$ cat config.mk
export PLATFORM = sky130hd
export DESIGN_NAME = valu_wb_drain_flat
export DESIGN_NICKNAME = d
export VERILOG_FILES = /design/src/rtl/valu_wb_drain_if.sv /design/src/rtl/valu_wb_drain.sv /design/src/flat_wrapper.sv
export SDC_FILE = /design/constraint.sdc
export NUM_CORES = 1
export LEC_CHECK = 0
export CAP_MARGIN = 20
export CORE_AREA = 2 2 122 124
export DETAILED_ROUTE_END_ITERATION = 10
export DIE_AREA = 0 0 124 126
export PLACE_DENSITY = 0.6
export SLEW_MARGIN = 20
export SYNTH_ARGS = -nofsm -noshare
export SYNTH_HDL_FRONTEND = slang
export SYNTH_SLANG_ARGS = --single-unit
$ cat constraint.sdc
create_clock -name clk -period 4.1 [get_ports clk]
set_input_delay 0.82 -clock clk [delete_from_list [all_inputs] [get_ports clk]]
set_output_delay 0.82 -clock clk [all_outputs]
set_load 0.03 [all_outputs]
$ cat src/rtl/valu_wb_drain_if.sv
// -----------------------------------------------------------------------------
// valu_wb_drain_if
// Bundles the two data paths of the write-back drain:
//   queue side : alu_wr (copy of the queue Write strobe), q_read (pop request),
//                q_data (queue DataOut, valid the cycle after q_read)
//   VRF side   : vrf_we / vrf_ready handshake plus vrf_addr, vrf_elem, vrf_wdata
// master : the drain block (drives q_read and the VRF write port)
// slave  : the environment (queue + VRF)
// -----------------------------------------------------------------------------
interface valu_wb_drain_if #(
  parameter int DW = 32,
  parameter int EW = 5
);
  logic          alu_wr;
  logic          q_read;
  logic [DW-1:0] q_data;
  logic          vrf_we;
  logic          vrf_ready;
  logic [4:0]    vrf_addr;
  logic [EW-1:0] vrf_elem;
  logic [DW-1:0] vrf_wdata;

  modport master (
    input  alu_wr, q_data, vrf_ready,
    output q_read, vrf_we, vrf_addr, vrf_elem, vrf_wdata
  );

  modport slave (
    output alu_wr, q_data, vrf_ready,
    input  q_read, vrf_we, vrf_addr, vrf_elem, vrf_wdata
  );
endinterface

$ cat src/rtl/valu_wb_drain.sv
// -----------------------------------------------------------------------------
// valu_wb_drain
// Reader end of the VALU write-back queue. Mirrors the queue occupancy from the
// ALU-side Write strobe, pops results in FIFO order and writes them one element
// per accepted VRF beat into register vd, elements 0..vl-1.
//
// Ports
//   clk, rst  : clock, synchronous active-high reset
//   start     : begin one instruction (sampled in IDLE only)
//   vd, vl    : destination register and element count, latched on start
//   busy      : high while reading or draining (RUN, DRAIN)
//   done      : one-cycle pulse the cycle after the last element is accepted
//   ovf_err   : sticky, alu_wr seen while the mirrored queue was full
//   bus       : queue pop port and VRF write port (master side)
// -----------------------------------------------------------------------------
module valu_wb_drain #(
  parameter int DW     = 32,
  parameter int QDEPTH = 4,
  parameter int VLMAX  = 32,
  parameter int EW     = 5
) (
  input  logic            clk,
  input  logic            rst,
  input  logic            start,
  input  logic [4:0]      vd,
  input  logic [EW:0]     vl,
  output logic            busy,
  output logic            done,
  output logic            ovf_err,
  valu_wb_drain_if.master bus
);

  if (EW != $clog2(VLMAX)) begin : g_ew_check
    $error("valu_wb_drain: EW must equal clog2(VLMAX)");
  end

  localparam int            QW    = $clog2(QDEPTH + 1);
  localparam logic [QW-1:0] QONE  = QW'(1);
  localparam logic [QW-1:0] QFULL = QW'(QDEPTH);
  localparam logic [EW:0]   VONE  = (EW + 1)'(1);
  localparam logic [EW-1:0] EONE  = EW'(1);

  typedef enum logic [1:0] {IDLE, RUN, DRAIN, DONE} state_e;

  state_e        state_q, state_d;
  logic [QW-1:0] qcnt_q, qcnt_d;
  logic          ovf_q, ovf_d;
  logic          rd_pend_q, rd_pend_d;
  logic [EW:0]   rd_issued_q, rd_issued_d;
  logic [EW:0]   vl_q, vl_d;
  logic [4:0]    vd_q, vd_d;
  logic [EW-1:0] elem_q, elem_d;
  logic [1:0]    buf_cnt_q, buf_cnt_d;
  logic [DW-1:0] buf0_q, buf0_d;   // head entry, drives the VRF
  logic [DW-1:0] buf1_q, buf1_d;   // skid entry
  logic          q_read;
  logic          pop;
  logic [2:0]    fill;

  always_comb begin
    // NOTE: every variable gets a default first so no path leaves it unassigned
    // and no latch is inferred.
    state_d     = state_q;
    qcnt_d      = qcnt_q;
    ovf_d       = ovf_q;
    rd_issued_d = rd_issued_q;
    vl_d        = vl_q;
    vd_d        = vd_q;
    elem_d      = elem_q;
    buf_cnt_d   = buf_cnt_q;
    buf0_d      = buf0_q;
    buf1_d      = buf1_q;

    pop  = (buf_cnt_q != 2'd0) && bus.vrf_ready;
    // Entries that will sit in the buffer next cycle if no new read is issued:
    // a read now lands two cycles later, so it must fit behind those.
    fill = {1'b0, buf_cnt_q} + {2'b00, rd_pend_q} - {2'b00, pop};

    // The queue serves Write first, so never request a pop in an alu_wr cycle.
    q_read = (state_q == RUN) && (rd_issued_q < vl_q) && (qcnt_q != '0) &&
             !bus.alu_wr && (fill < 3'd2);
    rd_pend_d = q_read;

    // Occupancy mirror; alu_wr and q_read are mutually exclusive.
    if (bus.alu_wr) begin
      if (qcnt_q == QFULL) ovf_d = 1'b1;
      else                 qcnt_d = qcnt_q + QONE;
    end else if (q_read) begin
      qcnt_d = qcnt_q - QONE;
    end

    if (q_read) rd_issued_d = rd_issued_q + VONE;
    if (pop)    elem_d      = elem_q + EONE;

    // Two-entry buffer: push captures q_data the cycle after a read.
    unique case ({rd_pend_q, pop})
      2'b10: begin
        if (buf_cnt_q == 2'd0) buf0_d = bus.q_data;
        else                   buf1_d = bus.q_data;
        buf_cnt_d = buf_cnt_q + 2'd1;
      end
      2'b01: begin
        buf0_d    = buf1_q;
        buf_cnt_d = buf_cnt_q - 2'd1;
      end
      2'b11: begin
        if (buf_cnt_q == 2'd1) begin
          buf0_d = bus.q_data;
        end else begin
          buf0_d = buf1_q;
          buf1_d = bus.q_data;
        end
      end
      default: ;
    endcase

    unique case (state_q)
      IDLE: begin
        if (start) begin
          if (vl != '0) begin
            vd_d        = vd;
            vl_d        = vl;
            rd_issued_d = '0;
            elem_d      = '0;
            state_d     = RUN;
          end else begin
            state_d = DONE;
          end
        end
      end
      RUN: begin
        if (rd_issued_q == vl_q) state_d = DRAIN;
      end
      DRAIN: begin
        // Finish once the buffer empties with this cycle's pop, so done
        // follows the final VRF acceptance by exactly one cycle.
        if (!rd_pend_q && (buf_cnt_d == 2'd0)) state_d = DONE;
      end
      DONE: begin
        state_d = IDLE;
      end
      default: state_d = IDLE;
    endcase
  end

  always_ff @(posedge clk) begin
    // NOTE: sequential state uses non-blocking assignments so every flop
    // samples the pre-edge value of every other flop.
    if (rst) begin
      state_q     <= IDLE;
      qcnt_q      <= '0;
      ovf_q       <= 1'b0;
      rd_pend_q   <= 1'b0;
      rd_issued_q <= '0;
      vl_q        <= '0;
      vd_q        <= '0;
      elem_q      <= '0;
      buf_cnt_q   <= '0;
      // NOTE: the buffer entries are reset too because buf0 drives vrf_wdata,
      // which must read 0 out of reset.
      buf0_q      <= '0;
      buf1_q      <= '0;
    end else begin
      state_q     <= state_d;
      qcnt_q      <= qcnt_d;
      ovf_q       <= ovf_d;
      rd_pend_q   <= rd_pend_d;
      rd_issued_q <= rd_issued_d;
      vl_q        <= vl_d;
      vd_q        <= vd_d;
      elem_q      <= elem_d;
      buf_cnt_q   <= buf_cnt_d;
      buf0_q      <= buf0_d;
      buf1_q      <= buf1_d;
    end
  end

  assign busy          = (state_q == RUN) || (state_q == DRAIN);
  assign done          = (state_q == DONE);
  assign ovf_err       = ovf_q;
  assign bus.q_read    = q_read;
  assign bus.vrf_we    = (buf_cnt_q != 2'd0);
  assign bus.vrf_addr  = vd_q;
  assign bus.vrf_elem  = elem_q;
  assign bus.vrf_wdata = buf0_q;

endmodule

$ cat src/flat_wrapper.sv
// flat-port wrapper written by rule: the top's interface ports become plain ports
module valu_wb_drain_flat 
#(
  parameter int DW     = 32,
  parameter int QDEPTH = 4,
  parameter int VLMAX  = 32,
  parameter int EW     = 5
)
  (clk, rst, start, vd, vl, busy, done, ovf_err, bus_alu_wr, bus_q_data, bus_vrf_ready, bus_q_read, bus_vrf_we, bus_vrf_addr, bus_vrf_elem, bus_vrf_wdata);
  valu_wb_drain_if #(.DW(DW), .EW(EW)) bus_i ();
  input  logic clk;
  input  logic rst;
  input  logic start;
  input  logic [4:0] vd;
  input  logic [EW:0] vl;
  output logic busy;
  output logic done;
  output logic ovf_err;
  input wire logic [$bits(bus_i.alu_wr)-1:0] bus_alu_wr;
  input wire logic [$bits(bus_i.q_data)-1:0] bus_q_data;
  input wire logic [$bits(bus_i.vrf_ready)-1:0] bus_vrf_ready;
  output wire logic [$bits(bus_i.q_read)-1:0] bus_q_read;
  output wire logic [$bits(bus_i.vrf_we)-1:0] bus_vrf_we;
  output wire logic [$bits(bus_i.vrf_addr)-1:0] bus_vrf_addr;
  output wire logic [$bits(bus_i.vrf_elem)-1:0] bus_vrf_elem;
  output wire logic [$bits(bus_i.vrf_wdata)-1:0] bus_vrf_wdata;
  assign bus_i.alu_wr = bus_alu_wr;
  assign bus_i.q_data = bus_q_data;
  assign bus_i.vrf_ready = bus_vrf_ready;
  assign bus_q_read = bus_i.q_read;
  assign bus_vrf_we = bus_i.vrf_we;
  assign bus_vrf_addr = bus_i.vrf_addr;
  assign bus_vrf_elem = bus_i.vrf_elem;
  assign bus_vrf_wdata = bus_i.vrf_wdata;
  valu_wb_drain #(.DW(DW), .QDEPTH(QDEPTH), .VLMAX(VLMAX), .EW(EW)) u_core (.clk(clk), .rst(rst), .start(start), .vd(vd), .vl(vl), .busy(busy), .done(done), .ovf_err(ovf_err), .bus(bus_i));
endmodule
# == Word level (Yosys, flattened, before mapping) ==
# Index checks and enable logic that the tools add are counted.
# op_classes
addsub,8
order_cmp,2
n_eq_ne,16
muxes,23
reduce_logical,24
# op_table
operator,n
$mux W32,4
$pmux W32 S3,1
$pmux W32 S2,1
$mux W6,4
$mux W5,4
$ne A2 B2 Y1 const B,5
$mux W3,3
$reduce_and A3 Y1,3
$eq A2 B2 Y1 const B,4
$mux W2,4
$pmux W2 S4,1
$add A6 B1 Y6 const B,1
$eq A2 B1 Y1 const B,3
$eq A6 B6 Y1,1
$logic_and A1 B1 Y1,6
$logic_not A2 Y1,3
$lt A6 B6 Y1,1
$reduce_and A2 Y1,3
$reduce_bool A2 Y1,3
$reduce_bool A3 Y1,2
$reduce_bool A6 Y1,1
$add A5 B1 Y5 const B,1
$ne A2 B1 Y1 const B,2
$pmux W2 S2,1
other kinds (10),11
# totals
register_bits,95
input_bits,48
output_inout_bits,47
elab_cells,84

# == Logic depth before layout (Yosys ltp) ==
# Gate-level depths: netlist of the first run.
# logic_depth
ltp_word,9
depth_mapped,14
mapped_depth_nobuf,12

# == Least setup slack after synthesis of the first run ==
# OpenSTA, ideal clock, no wires.
# synth_timing
path_type,input to output
start,input bus_vrf_ready
end,output bus_q_read
t_arrival_ps,2986
t_required_ps,3280
path_slack_ps,294
stages,10
path_cell_list,nor2b_1 > clkbuf_1 > xnor2_1 > nand2_1 > fa_1 > xnor2_1 > nand2_1 > or4_4 > buf_6 > inv_1
# synth_via
elab_chain_len,4
# synth_lines
item,line,source
start: declaration,flat_wrapper.sv:21,input wire logic [$bits(bus_i.vrf_ready)-1:0] bus_vrf_ready;
$logic_and A1 B1 Y1,valu_wb_drain.sv:74,pop = (buf_cnt_q != 2'd0) && bus.vrf_ready;
$sub A3 B1 Y3,valu_wb_drain.sv:77,"fill = {1'b0, buf_cnt_q} + {2'b00, rd_pend_q} - {2'b00, pop};"
$lt A3 B2 Y1,valu_wb_drain.sv:81,!bus.alu_wr && (fill < 3'd2);
$logic_and A1 B1 Y1,valu_wb_drain.sv:81,
end: declaration,flat_wrapper.sv:22,output wire logic [$bits(bus_i.q_read)-1:0] bus_q_read;
# Every way passes these cells.

# == Worst setup path in the final report of the first run ==
# Ends and elaborated chain as after synthesis.

==> out/results.tsv, run 1 <==
stage	metric	value	unit
critical_path	r2r_end	u_core.rd_issued_q[5]	
critical_path	rrSetupSlack	0.89	ns
timing	hold_ws	0.453	ns
grt	antenna_found_initial	0	
min_path	hold_class	reg -> reg	
cts	post-cts-setup-buffers	0	
place	place.gp.congestion	0.753	
die	placementRows	44	
die	ios	95	
timing	slew_violations	0	
timing	setup_viol	0	
critical_path	worst-path-max-fanout	2	
power	p_leak	0.00217	uW
cts	cts_buffers	9	
cts	cts_buffer_depth	2	
power	power_density	664	mW/mm^2
yosys	ys.flop_type	dfxtp_1	
routing	drt-met1-wl	4620	um
timing	final-hold-violation-count	0	
yosys	netlist.top_cell.by_area	dfxtp_1	
routing	drt_iter0_markers	92	
yosys	ys_seq_elements	95	
routing	routed_wirelength	9860	um
grt	grt_pass1_wl	16300	um
yosys	synth_edf_count	0	
place	dp_hpwl	6940	um
place	io_buffers	94	
place	dp.cells	735	
die	initial_core_util	28.7	%
yosys	seq_area_frac_synth	46.4	%
die	core_area	0.0143	mm^2
grt	grt_use_total	13.2	%
cts	cts-htree-levels	3	
critical_path	regToRegStartpoint	u_core.buf_cnt_q[1]	
routing	wl_met3	408	um
critical_path	cp-startpoint	bus_vrf_ready	
routing	post_drt_wl_per_cell	13.1	um
timing	worstMarginPinSlew	0.967	ns
critical_path	r2r_cells	12	
routing	wl_met2	4630	um
routing	drcViolationCount	0	
routing	via_per_inst	4.64	
layout	drive_above_1_share	6.17	%
cts	clk_pin_slew	0.06	ns
yosys	synth.distinct_cells	41	
layout	fin_nets	626	
critical_path	critPathKind	in -> out	
run	cap_viol_max_count	0	
yosys	synth_fp_nets	539	
grt	grt_max_degree	53	
critical_path	endpoint	bus_q_read	
timing	fin_crit_sh	97.1	%
cts	clkSinkCount	95	
timing	max_freq	251	MHz
timing	slew_headroom	35.5	%
layout	area_growth	36.3	%
critical_path	cp.required	3.28	ns
die	dieArea	0.0156	mm^2
layout	fin_cells	751	
power	worst_ir_drop_vdd	0.348	mV
die	die_h	126	um
yosys	yosys-top-cells-area	dfxtp_1 (46%), mux2i_1 (9.5%), nand2_1 (7.2%)	
yosys	syn_area_per_cell	8.64	um^2
grt	overflow	0	
cts	clock_latency	0.34	ns
routing	num_vias	3482	
run_status	status	finished clean	
critical_path	worstPathArrival	3.16	ns
yosys	synthArstFlopShare	0	%
critical_path	start_kind	input port	
timing	final.setup_skew	0.00478	ns
layout	diodes	0	
routing	ant_nets	0	
routing	top_layer_used	met4	
yosys	synth_top_area_share	46.4	%
cts	cts_root_buf	clkbuf_16	
die	die_w	124	um
timing	period_needed	3.98	ns
routing	dr.pass1.iters	4	
cts	cts_tree	yes	
yosys	syn-cell-area	0.00410	mm^2
yosys	synthCells	475	
grt	grt_pass1_vias	3451	
yosys	yosysWarnings	0	
critical_path	endpoint_kind	primary output	
-- worst min path at each step --
| stage | startpoint | slack (ns) | end | cells past startpoint |
|---|---|---|---|---|
| floorplan | u_core.buf1_q[0] | 0.44 | u_core.buf1_q[0] | 2 |
| global placement | u_core.buf1_q[1] | 0.44 | u_core.buf1_q[1] | 2 |
| detailed placement | u_core.buf1_q[21] | 0.45 | u_core.buf1_q[21] | 2 |
| CTS | u_core.buf1_q[21] | 0.45 | u_core.buf1_q[21] | 2 |
| global route | u_core.buf1_q[14] | 0.47 | u_core.buf1_q[14] | 2 |
| finish | u_core.buf1_q[31] | 0.45 | u_core.buf1_q[31] | 2 |
-- layout by cell type, fill, tap and decap left out, types with 2 or more instances in the layout --
cell,netlist,layout
dfxtp_1,95,95
clkdlybuf4s50_1,0,92
nand2_1,79,78
nor2_1,64,64
a21oi_1,47,47
mux2i_1,39,39
a211oi_1,34,34
inv_1,16,16
ha_1,14,14
buf_4,0,12
clkbuf_16,0,9
nand4_1,6,6
nand3_1,6,6
o21ai_0,6,6
xnor2_1,5,4
o31ai_1,3,3
a31oi_1,3,3
xor2_1,3,3
bufinv_16,0,3
clkbuf_1,23,3
nand2b_1,2,2
a21o_1,2,2
fa_1,2,2
-- cells by family after synthesis --
group	synth area share, %
AND/OR/NAND/NOR	17.5
adder cells (fa/ha/maj)	5.25
AO/OA/AOI/OAI	15.2
XOR/XNOR	1.71
flip-flops	46.4
buffers and inverters	4.42
multiplexers	9.51
-- timing repair --
item,CTS,global route
resized for setup,0,2
hold buffers,0,0
endpoints found under the setup margin,0,1
-- where the power goes --
group          switching (uW)  internal [uW]
Sequential                109           1100
Clock                     343            614
Combinational             889            652
Total                    1340           2370
-- registers in the layout, indices dropped and copies added, names as in the netlist --
signal,cells
u_core.ovf_err,1
u_core.bus.vrf_addr,5
u_core.rd_pend_q,1
u_core.bus.vrf_elem,5
u_core.qcnt_q,3
u_core.state_q,2
u_core.vl_q,6
u_core.buf_cnt_q,2
u_core.bus.vrf_wdata,32
u_core.rd_issued_q,6
u_core.buf1_q,32
-- through the flow --
stage	cell area (um^2)	power, uW	worst slack, ns	setup TNS (ns)	util (%)
5_1_grt	5590	3940	-0.00808	-0.00808	39.1
2_1_floorplan	4100	2220	0.294	0	-
6_report	5590	3710	0.119	0	39.1
4_1_cts	5580	3750	0.0595	0	39.0
3_3_place_gp	5240	2750	0.0863	0	36.6
3_5_place_dp	5240	2780	0.0751	0	36.6
-- critical path, cell delays in order --
cell and delay [ns]:
clkdlybuf4s50_1 0.50, nor2b_2 0.21, xnor2_2 0.15, nand2_1 0.09, fa_1 0.38, xnor2_1 0.14, nand2_1 0.09, or4_4 0.52
inv_1 0.09, buf_4 0.16
-- synthesized netlist by cell type (5+ instances only) --
master and n:
nand2_1 79, ha_1 14, nand4_1 6, inv_1 16, nor2_1 64, xnor2_1 5, a211oi_1 34, clkbuf_1 23
nand3_1 6, o21ai_0 6, dfxtp_1 95, a21oi_1 47, mux2i_1 39
-- area by class of cell --
| type | count | area (um^2) |
|---|---|---|
| clock buffer | 13 | 250 |
| clock inverter | 3 | 90.1 |
| fill | 1451 | 8720 |
| inverter | 16 | 60.1 |
| multi-input combinational | 335 | 2040 |
| sequential | 95 | 1900 |
| tap | 184 | 230 |
| timing repair buffer | 105 | 1020 |
-- per-layer routing --
metal | global-route usage, % | vias up
met1 | 16.4 | 1598
li1 | - | 1801
met5 | 0 | -
met2 | 21.5 | 68
met4 | 5.95 | 0
met3 | 3.35 | 15
(Power assumes the default switching activity.)
==> run 2, diff against run 1 <==
--- a/config.mk
+++ b/config.mk
@@ -6,9 +6,9 @@
 export NUM_CORES = 1
 export LEC_CHECK = 0
 export CAP_MARGIN = 20
-export CORE_AREA = 2 2 122 124
+export CORE_AREA = 4 4 124 126
 export DETAILED_ROUTE_END_ITERATION = 10
-export DIE_AREA = 0 0 124 126
+export DIE_AREA = 0 0 128 130
 export PLACE_DENSITY = 0.6
 export SLEW_MARGIN = 20
 export SYNTH_ARGS = -nofsm -noshare
==> run 2 against run 1 <==
Compared with the run above: wire length grew 2.7%; critical path depth is the same; design area shrank 0.76%; power shrank 3.1%; critical path type unchanged; largest cell class unchanged.
==> out/results.tsv, run 2 (synthesis gave the netlist of run 1 again) <==
stage	metric	value	unit
run_status	status	finished clean	
place	place.gp.congestion	0.787	
grt	grt_pass1_wl	17000	um
timing	slew_violations	0	
layout	multiInputGateArea	0.00205	mm^2
run	cap_viol_max_count	0	
place	io_buffers	94	
critical_path	worstPathArrival	3.13	ns
routing	drcViolationCount	0	
timing	tns	0	ns
routing	dr.pass1.iters	4	
power	worst_ir_drop_vdd	0.225	mV
die	core_area	0.0143	mm^2
power	p_total	3590	uW
timing	setup_viol	0	
critical_path	start_kind	input port	
die	placementRows	44	
timing	final.setup_skew	0.00454	ns
layout	fin_nets	626	
layout	drive_above_1_share	6.17	%
cts	cts_root_buf	clkbuf_16	
routing	routed_wirelength	10100	um
critical_path	cp_slowest_cell	or4_4	
place	dp.cells	735	
min_path	hold_class	reg -> reg	
timing	hold_ws	0.453	ns
cts	cts_tree	yes	
routing	post_drt_wl_per_cell	13.5	um
cts	clock_latency	0.34	ns
cts	clk_pin_slew	0.06	ns
timing	rsz0062_at_grt	false	
place	dpl_worst_slack	0.0594	ns
layout	fillers	1454	
layout	mostFrequentLayoutCells	dfxtp_1 (95), clkdlybuf4s50_1 (92), nand2_1 (78)	
timing	final-hold-violation-count	0	
critical_path	cp.required	3.28	ns
layout	area_growth	35.3	%
cts	ctsHoldBuffers	0	
layout	final_common_cell	dfxtp_1	
layout	diodes	0	
critical_path	worst-path-max-fanout	2	
power	power_density	648	mW/mm^2
timing	period_needed	3.95	ns
critical_path	cp_cell_sequence	clkdlybuf4s50_1, nor2b_4, xnor2_2, nand2_1, fa_1, xnor2_1, nand2_1, or4_4, inv_1, buf_4	
critical_path	critPathKind	in -> out	
timing	worstMarginPinSlew	1.05	ns
power	p_leak	0.00215	uW
timing	worst_slack	0.149	ns
grt	met1_usage	15.8	%
grt	overflow	0	
grt	busiest_layer	met2	
critical_path	slowest_delay	0.54	ns
grt	met3_usage	2.66	%
timing	fin_crit_sh	96.4	%
place	dp_hpwl	7230	um
routing	drt_iter0_markers	145	
timing	slew_headroom	30.0	%
grt	antenna_found_initial	0	
die	ios	95	
critical_path	crit_top_cell	nand2_1	
routing	via_per_inst	4.72	
grt	use_met2	20.9	%
die	die_h	130	um
cts	clkSinkCount	95	
layout	regArea	0.00190	mm^2
cts	cts_buffers	9	
layout	fin_cells	751	
timing	max_freq	253	MHz
critical_path	endpoint_kind	primary output	
die	dieArea	0.0166	mm^2
die	initial_core_util	28.7	%
grt	grt_use_total	12.7	%
cts	cts_buffer_depth	2	
grt	grt_pass1_vias	3479	
grt	grt_max_degree	57	
die	die_w	128	um
routing	ant_nets	0	
cts	cts-htree-levels	3	
routing	num_vias	3544	
run 2: cell count changes in the layout (fill, tap and decap cells not counted), sizes merged:
cell / delta
bufinv: -2
clkinv: +1
clkinvlp: +1
run 2: worst max-delay path, delay by kind of cell:
family	cells	cell delay, ns
buffers and inverters	3	0.75
adder cells (fa/ha/maj)	1	0.38
AND/OR/NAND/NOR	4	0.91
XOR/XNOR	2	0.28
run 2: through the flow:
stage | area [um^2] | utilization, %
6_report | 5550 | 38.8
5_1_grt | 5550 | 38.8
4_1_cts | 5530 | 38.7
3_5_place_dp | 5240 | 36.6
3_3_place_gp | 5240 | 36.6
2_1_floorplan | 4100 | -
run 2: worst paths after layout:
check / startpoint / to / slack (ns) / depth (start not counted)
max: bus_vrf_ready / bus_q_read / 0.15 / 10
min: u_core.buf1_q[14] / u_core.buf1_q[14] / 0.45 / 2
max reg2reg: u_core.buf_cnt_q[1] / u_core.rd_issued_q[5] / 0.90 / 12
min reg2reg: u_core.buf1_q[14] / u_core.buf1_q[14] / 0.45 / 2
run 2: timing repair:
item,4_1_cts,5_1_grt
hold endpoints to repair,0,0
gates resized for setup,0,3
setup buffers,0,0
endpoints found under the setup margin,0,1
run 2: metal layers:
layer / part of all wire (%) / wire length [um] / up-vias
met5: 0 / 0 / -
met4: 2.4 / 245 / 0
met3: 3.7 / 372 / 14
met2: 48 / 4860 / 63
met1: 46 / 4650 / 1661
li1: - / - / 1806
run 2: power breakdown:
part           total (uW)  internal [uW]  leakage, uW  switching (uW)
Combinational        1550            654      0.00124             892
Clock                 832            489     0.000140             343
Sequential           1220           1100     0.000770             113
run 2: area by class of cell:
| class | count | share of cell area, % |
|---|---|---|
| well taps | 184 | 4.15 |
| clock buffers | 13 | 4.51 |
| repair buffers | 105 | 18.3 |
| clock inverters | 3 | 0.767 |
| multi-input cells | 335 | 36.9 |
| inverters | 16 | 1.08 |
| flip-flops and latches | 95 | 34.3 |
